**config.mk**
```make
export PLATFORM = sky130hd
export DESIGN_NAME = instruction_fetch_flat
export DESIGN_NICKNAME = d
export VERILOG_FILES = /design/src/rtl/instruction_fetch_pkg.sv /design/src/rtl/instruction_fetch_if.sv /design/src/rtl/instruction_fetch_buffer.sv /design/src/rtl/instruction_fetch.sv /design/src/flat_wrapper.sv
export SDC_FILE = /design/constraint.sdc
export NUM_CORES = 1
export LEC_CHECK = 0
export CORE_MARGIN = 3
export CORE_UTILIZATION = 53
export DETAILED_ROUTE_END_ITERATION = 8
export PLACE_DENSITY = 0.9
export RECOVER_POWER = 100
export SYNTH_ARGS = -nofsm -noshare
export SYNTH_HDL_FRONTEND = slang
export SYNTH_SLANG_ARGS = --single-unit
```
**constraint.sdc**
```tcl
create_clock -name clk -period 3.6 [get_ports clk]
set_input_delay 0.72 -clock clk [delete_from_list [all_inputs] [get_ports clk]]
set_output_delay 0.72 -clock clk [all_outputs]
set_load 0.01 [all_outputs]
```
**src/rtl/instruction_fetch_pkg.sv**
```systemverilog
// Shared constants and types for the fetch front-end and its consumers.
// fetch_entry_t is the {pc, instr} pair handed to decode.
package instruction_fetch_pkg;

  localparam logic [31:0] NOP_INSTR        = 32'h0000_0013;
  localparam logic [31:0] DEFAULT_RESET_PC = 32'h0000_0000;
  localparam logic [31:0] DEFAULT_PC_STEP  = 32'h0000_0001;
  localparam int          FETCH_DEPTH      = 2;

  typedef struct packed {
    logic [31:0] pc;
    logic [31:0] instr;
  } fetch_entry_t;

endpackage

```
**src/rtl/instruction_fetch_if.sv**
```systemverilog
// Fetch bus: instruction-memory read port, decode handshake and redirect.
// master = fetch unit, slave = the memory/decode/branch side.
interface instruction_fetch_if #(
  parameter int WIDTH = 32
);
  logic [WIDTH-1:0] address;
  logic [WIDTH-1:0] instructionIn;
  logic [WIDTH-1:0] instr_out;
  logic [WIDTH-1:0] pc_out;
  logic             instr_valid;
  logic             instr_ready;
  logic             redirect;
  logic [WIDTH-1:0] redirect_pc;

  modport master (
    output address, instr_out, pc_out, instr_valid,
    input  instructionIn, instr_ready, redirect, redirect_pc
  );

  modport slave (
    input  address, instr_out, pc_out, instr_valid,
    output instructionIn, instr_ready, redirect, redirect_pc
  );
endinterface

```
**src/rtl/instruction_fetch_buffer.sv**
```systemverilog
// Two-entry {pc, instr} FIFO between the memory read port and decode.
// Flush wins over push and pop; entries reset to {0, NOP} so head outputs are defined.
module fetch_buffer
  import instruction_fetch_pkg::*;
#(
  parameter int WIDTH = 32
) (
  input  logic             clk,
  input  logic             reset,
  input  logic             push,
  input  logic [WIDTH-1:0] push_pc,
  input  logic [WIDTH-1:0] push_instr,
  input  logic             pop,
  input  logic             flush,
  output logic [1:0]       count,
  output logic             head_valid,
  output logic [WIDTH-1:0] head_pc,
  output logic [WIDTH-1:0] head_instr
);

  logic       wr_ptr_q, wr_ptr_d;
  logic       rd_ptr_q, rd_ptr_d;
  logic [1:0] count_q, count_d;
  logic       do_push;
  logic       do_pop;

  logic [WIDTH-1:0] entry_pc    [FETCH_DEPTH];
  logic [WIDTH-1:0] entry_instr [FETCH_DEPTH];

  always_comb begin
    do_push  = push && !flush;
    do_pop   = pop && (count_q != 2'd0) && !flush;
    wr_ptr_d = wr_ptr_q;
    rd_ptr_d = rd_ptr_q;
    count_d  = count_q;
    if (flush) begin
      wr_ptr_d = 1'b0;
      rd_ptr_d = 1'b0;
      count_d  = 2'd0;
    end else begin
      if (do_push) wr_ptr_d = ~wr_ptr_q;
      if (do_pop)  rd_ptr_d = ~rd_ptr_q;
      count_d = count_q + {1'b0, do_push} - {1'b0, do_pop};
    end
  end

  always_ff @(posedge clk or negedge reset) begin
    if (!reset) begin
      wr_ptr_q <= 1'b0;
      rd_ptr_q <= 1'b0;
      count_q  <= 2'd0;
    end else begin
      wr_ptr_q <= wr_ptr_d;
      rd_ptr_q <= rd_ptr_d;
      count_q  <= count_d;
    end
  end

  genvar gi;
  generate
    for (gi = 0; gi < FETCH_DEPTH; gi++) begin : g_entry
      logic             wr_en;
      logic [WIDTH-1:0] pc_q, pc_d;
      logic [WIDTH-1:0] instr_q, instr_d;

      assign wr_en = do_push && (wr_ptr_q == 1'(gi));

      always_comb begin
        pc_d    = pc_q;
        instr_d = instr_q;
        if (wr_en) begin
          pc_d    = push_pc;
          instr_d = push_instr;
        end
      end

      always_ff @(posedge clk or negedge reset) begin
        if (!reset) begin
          pc_q    <= '0;
          instr_q <= WIDTH'(NOP_INSTR);
        end else begin
          pc_q    <= pc_d;
          instr_q <= instr_d;
        end
      end

      assign entry_pc[gi]    = pc_q;
      assign entry_instr[gi] = instr_q;
    end
  endgenerate

  assign count      = count_q;
  assign head_valid = (count_q != 2'd0);
  assign head_pc    = entry_pc[rd_ptr_q];
  assign head_instr = entry_instr[rd_ptr_q];

endmodule

```
**src/rtl/instruction_fetch.sv**
```systemverilog
// Fetch front-end: owns the fetch PC, tracks the one in-flight memory read and
// only issues when the buffer is guaranteed room for the returning word.
module instruction_fetch
  import instruction_fetch_pkg::*;
#(
  parameter int               WIDTH    = 32,
  parameter logic [WIDTH-1:0] RESET_PC = WIDTH'(DEFAULT_RESET_PC),
  parameter logic [WIDTH-1:0] PC_STEP  = WIDTH'(DEFAULT_PC_STEP)
) (
  input  logic                clk,
  input  logic                reset,
  instruction_fetch_if.master bus
);

  logic [WIDTH-1:0] fetch_pc_q, fetch_pc_d;
  logic             pending_q, pending_d;
  logic [WIDTH-1:0] pending_pc_q, pending_pc_d;

  logic [1:0]       buf_count;
  logic             head_valid;
  logic [WIDTH-1:0] head_pc;
  logic [WIDTH-1:0] head_instr;
  logic             pop;
  logic             issue;
  logic [2:0]       occupancy;

  // Credit check: entries held plus the word in flight, minus what leaves this edge.
  always_comb begin
    pop          = head_valid && bus.instr_ready;
    occupancy    = {1'b0, buf_count} + {2'b00, pending_q} - {2'b00, pop};
    issue        = !bus.redirect && (occupancy < 3'd2);
    fetch_pc_d   = fetch_pc_q;
    pending_d    = issue;
    pending_pc_d = pending_pc_q;
    if (bus.redirect) begin
      fetch_pc_d = bus.redirect_pc;
    end else if (issue) begin
      fetch_pc_d   = fetch_pc_q + PC_STEP;
      pending_pc_d = fetch_pc_q;
    end
  end

  always_ff @(posedge clk or negedge reset) begin
    if (!reset) begin
      fetch_pc_q   <= RESET_PC;
      pending_q    <= 1'b0;
      pending_pc_q <= '0;
    end else begin
      fetch_pc_q   <= fetch_pc_d;
      pending_q    <= pending_d;
      pending_pc_q <= pending_pc_d;
    end
  end

  fetch_buffer #(
    .WIDTH(WIDTH)
  ) u_buf (
    .clk        (clk),
    .reset      (reset),
    .push       (pending_q),
    .push_pc    (pending_pc_q),
    .push_instr (bus.instructionIn),
    .pop        (pop),
    .flush      (bus.redirect),
    .count      (buf_count),
    .head_valid (head_valid),
    .head_pc    (head_pc),
    .head_instr (head_instr)
  );

  assign bus.address     = fetch_pc_q;
  assign bus.instr_valid = head_valid;
  assign bus.pc_out      = head_pc;
  assign bus.instr_out   = head_instr;

endmodule

```
**src/flat_wrapper.sv**
```systemverilog
// flat-port wrapper written by rule: the top's interface ports become plain ports
module instruction_fetch_flat import instruction_fetch_pkg::*;
#(
  parameter int               WIDTH    = 32,
  parameter logic [WIDTH-1:0] RESET_PC = WIDTH'(DEFAULT_RESET_PC),
  parameter logic [WIDTH-1:0] PC_STEP  = WIDTH'(DEFAULT_PC_STEP)
)
  (clk, reset, bus_address, bus_instr_out, bus_pc_out, bus_instr_valid, bus_instructionIn, bus_instr_ready, bus_redirect, bus_redirect_pc);
  instruction_fetch_if #(.WIDTH(WIDTH)) bus_i ();
  input  logic clk;
  input  logic reset;
  output wire logic [$bits(bus_i.address)-1:0] bus_address;
  output wire logic [$bits(bus_i.instr_out)-1:0] bus_instr_out;
  output wire logic [$bits(bus_i.pc_out)-1:0] bus_pc_out;
  output wire logic [$bits(bus_i.instr_valid)-1:0] bus_instr_valid;
  input wire logic [$bits(bus_i.instructionIn)-1:0] bus_instructionIn;
  input wire logic [$bits(bus_i.instr_ready)-1:0] bus_instr_ready;
  input wire logic [$bits(bus_i.redirect)-1:0] bus_redirect;
  input wire logic [$bits(bus_i.redirect_pc)-1:0] bus_redirect_pc;
  assign bus_address = bus_i.address;
  assign bus_instr_out = bus_i.instr_out;
  assign bus_pc_out = bus_i.pc_out;
  assign bus_instr_valid = bus_i.instr_valid;
  assign bus_i.instructionIn = bus_instructionIn;
  assign bus_i.instr_ready = bus_instr_ready;
  assign bus_i.redirect = bus_redirect;
  assign bus_i.redirect_pc = bus_redirect_pc;
  instruction_fetch #(.WIDTH(WIDTH), .RESET_PC(RESET_PC), .PC_STEP(PC_STEP)) u_core (.clk(clk), .reset(reset), .bus(bus_i));
endmodule
```
==> summary.txt, run 1 <==
STA
  • Skew final: 0.00688 ns
  • Fmax: 295 MHz
  • Endpoints failing setup: 0
  • Final Cycle Share: 0.941
  • Max Slew Vio Count: 96
  • Relative slew slack: -0.533
  • Hold_ws: 0.503 ns
  • Setup ws final: 0.214 ns
  • Final min period: 3.39 ns
  • Final Hold Vio Count: 0
  • RSZ-0062 raised after global routing: no
  • Actual slew at the worst max-slew pin: 2.30 ns

Synthesis
  • Synth Area in Compound Gates: 0.0433
  • Post-Synth XOR/XNOR Area: 0.0127
  • Ys async rst share: 1.00
  • Syn Inst Count: 683
  • Simple-gate share of the synthesized area: 0.0856
  • Largest family of logic cells by synthesized area: multiplexers
  • Mapped Area: 8990 um2
  • Synth Area in Adders: 0.00780
  • Yosys warnings: 0
  • Syn nets: 756
  • Mux contribution to synthesized area: 0.280
  • Syn avg cell area: 13.2 um2
  • Distinct cells, synth: 44
  • Post-synthesis sequential area ratio: 0.549
  • Main synth FF type: dfrtp_1
  • Synth Register Bits: 197
  • Post-synth EDFFs: 0

Placed design
  • I/O Buffers: 164
  • Placed cell area: 11000 um2
  • DP Worst Slack: -0.120 ns
  • Routability congestion estimate: 0.879
  • Detailed Place HPWL: 13700 um
  • Placed cells: 1045

Floorplanning
  • Row cnt: 46
  • Die area: 18600 um2
  • Die Y: 136 um
  • Starting Density: 0.554
  • DIE WIDTH: 136 um
  • Core Region: 16200 um2
  • I/O pin count: 165

GRT
  • GRT Residual Overflow: 0
  • Grt peak-use layer: met2
  • Initial antenna violation count: 0
  • M1 GR Usage: 0.302
  • M3 GR Usage: 0.0611
  • Largest net degree at the start of global routing: 96
  • M2 GR Usage: 0.372
  • Gr usage total: 0.229
  • First-pass GRT wire length: 33400 um
  • Number of global-route vias before repair: 6439

Clocking
  • H-tree levels: 4
  • Post-CTS Setup Bufs: 0
  • Post-CTS sizing: 0
  • CTS tree: yes
  • CTS Buffer Depth: 2
  • Clock Latency Late Sink: 0.43 ns
  • Hold_buf cts: 0
  • CTS Sinks: 197
  • CTS root buf: clkbuf_16
  • TritonCTS buffer count: 17
  • Clk slew on worst S/H paths: 0.07 ns

Route
  • Via count: 6292
  • Final routed DRC violation total: 0
  • Drt first pass iters: 5
  • Number of nets with antenna violations after routing: 0
  • Wire per inst: 19.3 um
  • Routed WL: 20800 um
  • Vias per cell: 5.84
  • Initial DRC Count: 499

Setup path
  • Worst EP arrival: 3.74 ns
  • Max Fanout on Critical Path: 10
  • Crit start category: flop
  • Critical path class: reg2reg
  • Critical Path RT: 3.95 ns
  • Crit path capture type: flop

Finish
  • Antenna Cells: 0
  • Most frequent cells in the layout: 222 x mux2_2, 191 x dfrtp_1, 112 x clkdlybuf4s50_1, 50 x dlygate4sd3_1, 31 x nand2_1
  • Final instance area: 11500 um2
  • Layout Nets: 921
  • Share of cells above drive strength 1: 0.325
  • Finished Layout Cells: 1077
  • Most common cell after layout, fill and taps aside: mux2_2
  • Area Overhead vs Synth: 27.9%

Pwr
  • Power per cell area: 858 nW/um2
  • Total Power: 9.87 mW
  • Peak supply drop: 0.000430 V
  • Static Leak: 4.71 nW

Status
  • Violated checks: capacitance limit, slew limit
  • Run status: complete, but fails checks

Min path
  • Hold/Removal Path Class: reg2reg

Job
  • Max-Cap Viols: 1
-- where the power goes --
part           switching (mW)  internal, mW  leakage, nW  total [mW]
Clock                   0.813          1.11        0.282        1.92
Combinational            1.59          2.53         2.12        4.12
Sequential              0.619          3.21         2.31        3.83
-- flip-flops by register name, summed over array words and instances, names as in the netlist --
signal and count:
u_core.pending_pc_q 32, u_core.u_buf.count 2, u_core.u_buf.g_entry.instr_q 64, u_core.u_buf.rd_ptr_q 1
u_core.u_buf.wr_ptr_q 1, u_core.u_buf.g_entry.pc_q 64, u_core.bus.address 32, u_core.pending_q 1
-- through the flow --
step	util	TNS [ns]
after detailed placement	0.677	-0.404
after floorplan	-	0
after global placement	0.677	-0.145
after CTS	0.714	0
final	0.709	0
after global routing	0.709	0
-- path summary, 6_finish.rpt --
path | startpoint | cells past startpoint | end | slack (ns)
worst max-delay path | u_core.u_buf.count[0]$_DFF_PN0_ | 10 | u_core.bus.address[23]$_DFFE_PN0P_ | 0.21
worst min-delay path | u_core.u_buf.g_entry[1].instr_q[19]$_DFFE_PN0P_ | 1 | u_core.u_buf.g_entry[1].instr_q[19]$_DFFE_PN0P_ | 0.50
worst max register to register | u_core.u_buf.count[0]$_DFF_PN0_ | 10 | u_core.bus.address[23]$_DFFE_PN0P_ | 0.21
worst min register to register | u_core.u_buf.g_entry[1].instr_q[19]$_DFFE_PN0P_ | 1 | u_core.u_buf.g_entry[1].instr_q[19]$_DFFE_PN0P_ | 0.50
max in group asynchronous | reset | 2 | u_core.u_buf.g_entry[0].instr_q[27]$_DFFE_PN0P_ | 0.69
min in group asynchronous | reset | 1 | u_core.pending_pc_q[26]$_DFFE_PN0P_ | 0.94
-- cells in the mapped netlist, types with 5 or more instances --
cell type,number,share of area
and4_1,5,0.0049
nand4_1,10,0.0070
dfrtp_1,191,0.53
o31ai_1,8,0.0067
xnor2_1,7,0.0068
nor2_1,19,0.0079
xor2_1,6,0.0058
dfstp_2,6,0.018
nand3_1,22,0.012
or4_1,17,0.014
a31oi_1,9,0.0063
clkbuf_1,36,0.015
a21oi_1,5,0.0028
nor2b_1,8,0.0056
or3_1,6,0.0042
inv_1,6,0.0025
o21ai_0,17,0.0095
mux2_2,223,0.28
nand2_1,31,0.013
o211ai_1,5,0.0042
-- routing by layer --
layer,vias to the layer above,part of all wire
li1,2836,-
met1,3153,0.42
met2,270,0.48
met3,33,0.085
met4,0,0.017
met5,-,0
-- area by class of cell --
type                    count  area (um2)
repair buffers            187        1810
clock buffers              20         447
multi-input cells         439        3860
fillers                  1104        4730
inverters                   6        22.5
well taps                 216         270
flip-flops and latches    197        4940
clock inverters            12         153
-- cell families (layout without fill, tap and decap cells) --
logic type | count (synthesis) | in the layout
buffers and inverters | 47 | 225
xor gates and xnor gates | 13 | 13
and+or+nand+nor | 139 | 139
AOI/OAI and AO/OA | 58 | 58
adders and majority gates | 5 | 5
muxes | 224 | 224
DFF | 197 | 197
-- worst max-delay path: stages, from the launching register on --
cell	delay [ns]
dfrtp_1	0.41
or2_2	0.29
nand2_1	0.13
inv_1	0.06
ha_1	0.26
nand2b_1	0.15
fa_1	0.39
xor2_1	0.18
or4b_1	0.71
or4_1	0.55
a31oi_1	0.18
Power figures use the tool's default switching activity.
==> run 2: changes to the inputs <==
- CORE_ASPECT_RATIO: not set -> 0.8
==> summary.txt, run 2 (synthesized netlist as in run 1, its figures left out) <==
Clocking
  • H-tree levels: 4
  • CTS Buffer Depth: 2
  • CTS tree: yes
  • Post-CTS Setup Bufs: 0
  • CTS Sinks: 197
  • Post-CTS sizing: 0
  • CTS root buf: clkbuf_16
  • Hold_buf cts: 0
  • Clk slew on worst S/H paths: 0.07 ns
  • Clock Latency Late Sink: 0.42 ns
  • TritonCTS buffer count: 17

Min path
  • Cell depth of the worst hold path: 1
  • Hold/Removal Path Class: reg2reg
  • Hold Crit Start: u_core.u_buf.g_entry[0].instr_q[30]$_DFFE_PN0P_
  • WHS Endpoint: u_core.u_buf.g_entry[0].instr_q[30]$_DFFE_PN0P_

Route
  • Number of nets with antenna violations after routing: 0
  • Routed WL: 21300 um
  • Final routed DRC violation total: 0
  • Vias per cell: 5.84
  • Via count: 6288
  • Wire per inst: 19.8 um
  • Initial DRC Count: 443
  • Drt first pass iters: 5

Status
  • Violated checks: capacitance limit, slew limit
  • Run status: complete, but fails checks

Finish
  • Register Area: 4940 um2
  • Most common cell after layout, fill and taps aside: mux2_2
  • Fillers: 1146
  • Multi-input combinational cell area: 3870 um2
  • Largest registers: u_core.u_buf.g_entry.instr_q x64, u_core.u_buf.g_entry.pc_q x64
  • Share of cells above drive strength 1: 0.322
  • Area Overhead vs Synth: 27.5%
  • Layout Nets: 921
  • Most frequent cells in the layout: 219 x mux2_2, 190 x dfrtp_1, 91 x dlygate4sd3_1, 71 x clkdlybuf4s50_1, 31 x nand2_1

STA
  • Skew final: 0.00714 ns
  • Final Hold Vio Count: 0
  • Actual slew at the worst max-slew pin: 2.25 ns
  • Endpoints failing setup: 0
  • Relative slew slack: -0.499
  • Max Slew Vio Count: 144
  • RSZ-0062 raised after global routing: no
  • Fmax: 292 MHz
  • Total negative slack: 0 ns
  • Setup ws final: 0.181 ns
  • Final Cycle Share: 0.950
  • Final min period: 3.42 ns

Job
  • Max-Cap Viols: 2

Pwr
  • Total Power: 9.71 mW
  • Part of the power in registers: 0.392
  • Comb power frac: 0.409
  • Power per cell area: 848 nW/um2
  • Peak supply drop: 0.000505 V
  • Switch share: 0.313
  • Clock power share: 0.199
  • Pint: 6.68 mW
  • P_sw: 3.04 mW
  • Static Leak: 4.71 nW

GRT
  • Number of global-route vias before repair: 6482
  • Gr usage total: 0.239
  • GRT Residual Overflow: 0
  • First-pass GRT wire length: 34600 um
  • Initial antenna violation count: 1
  • Largest net degree at the start of global routing: 85

Placed design
  • Detailed Place HPWL: 14500 um
  • DP Worst Slack: -0.196 ns
  • I/O Buffers: 164
  • Routability congestion estimate: 0.834

Setup path
  • Worst reg2reg setup slack: 0.18 ns
  • Critical Path RT: 3.94 ns
  • Max Fanout on Critical Path: 11
  • Crit start category: flop
  • Reg2Reg Depth: 10
  • Slowest-stage cell, CP: or4b_1
  • Slowest stage delay, CP: 0.73 ns
  • Worst EP arrival: 3.76 ns
  • Worst path buffer plus inverter count: 1
  • Critical path class: reg2reg
  • Worst path cell trace: or2_2 -> nand2_1 -> inv_1 -> ha_1 -> nand2b_1 -> fa_1 -> xor2_1 -> or4b_1 -> or4_1 -> a31oi_1
  • Crit path capture type: flop
  • Worst reg2reg path startpoint: u_core.u_buf.count[0]$_DFF_PN0_
  • Reg-to-reg critical path endpoint: u_core.bus.address[23]$_DFFE_PN0P_
  • Delay-heaviest family, CP: simple AND/OR/NAND/NOR gates

Floorplanning
  • Core Region: 16200 um2
  • DIE WIDTH: 152 um
  • Die area: 18600 um2
  • Die Y: 122 um
  • Row cnt: 41
  • Starting Density: 0.554
  • I/O pin count: 165
==> run 2: changes by cell type in the layout (fill, tap and decap cells not counted), moves of 2 or more <==
cell | previous run | this run
clkdlybuf4s50_1 | 112 | 71
dlygate4sd3_1 | 50 | 91
clkbuf_2 | 5 | 9
buf_12 | 3 | 0
buf_4 | 7 | 4
clkbuf_8 | 1 | 4
mux2_1 | 1 | 4
mux2_2 | 222 | 219
clkbuf_1 | 9 | 11
clkinv_4 | 1 | 3
clkinvlp_4 | 4 | 2
==> run 2: final cells by class <==
cell class / instances / area share
flip-flops and latches: 197 / 0.431
well taps: 215 / 0.0235
inverters: 6 / 0.00197
diodes: 1 / 0.000218
multi-input cells: 439 / 0.338
clock buffers: 22 / 0.0423
clock inverters: 10 / 0.0105
repair buffers: 187 / 0.153
==> run 2: worst max path at each step <==
stage                                    startpoint                                  to  slack (ns)  cells after the start
floorplan           u_core.u_buf.count[1]$_DFF_PN0_  u_core.bus.address[12]$_DFFE_PN0P_        0.25                     12
global placement                    bus_instr_ready  u_core.bus.address[30]$_DFFE_PN0P_       -0.08                     11
detailed placement                  bus_instr_ready  u_core.bus.address[30]$_DFFE_PN0P_       -0.20                     11
CTS                 u_core.u_buf.count[0]$_DFF_PN0_  u_core.bus.address[30]$_DFFE_PN0P_        0.21                     11
global route        u_core.u_buf.count[0]$_DFF_PN0_  u_core.bus.address[25]$_DFFE_PN0P_        0.06                     10
finish              u_core.u_buf.count[0]$_DFF_PN0_  u_core.bus.address[23]$_DFFE_PN0P_        0.18                     10
==> run 2: metal layers <==
| layer | track usage | vias up | routed length (um) |
|---|---|---|---|
| li1 | - | 2835 | - |
| met4 | 0.0612 | 2 | 390 |
| met2 | 0.373 | 212 | 9890 |
| met5 | 0 | - | 13 |
| met3 | 0.0557 | 34 | 1370 |
| met1 | 0.341 | 3205 | 9630 |
==> run 2: worst reg2reg max path, stage by stage, from the launching register on <==
cell and delay [ns]:
dfrtp_1 0.40, or2_2 0.29, nand2_1 0.13, inv_1 0.06, ha_1 0.26, nand2b_1 0.16, fa_1 0.41, xor2_1 0.19
or4b_1 0.73, or4_1 0.53, a31oi_1 0.18
==> run 2: power groups by stage <==
stage | combinational, mW | clock (mW) | sequential [mW]
after detailed placement | 4.24 | 0 | 3.84
final | 3.97 | 1.93 | 3.81
after CTS | 4.28 | 1.96 | 3.81
after global routing | 4.30 | 2.04 | 3.94
after floorplan | 2.54 | 0 | 3.64
after global placement | 4.13 | 0 | 3.77
==> run 2: metrics by stage <==
stage | utilization | instances | hold slack, ns | instance area (um2)
global route | 0.707 | 1076 | 0.518 | 11500
finish | 0.707 | 1077 | 0.503 | 11500
global placement | 0.676 | 1044 | 0.481 | 11000
CTS | 0.713 | 1076 | 0.341 | 11600
floorplan | - | 683 | 0.424 | 8990
detailed placement | 0.676 | 1044 | 0.489 | 11000
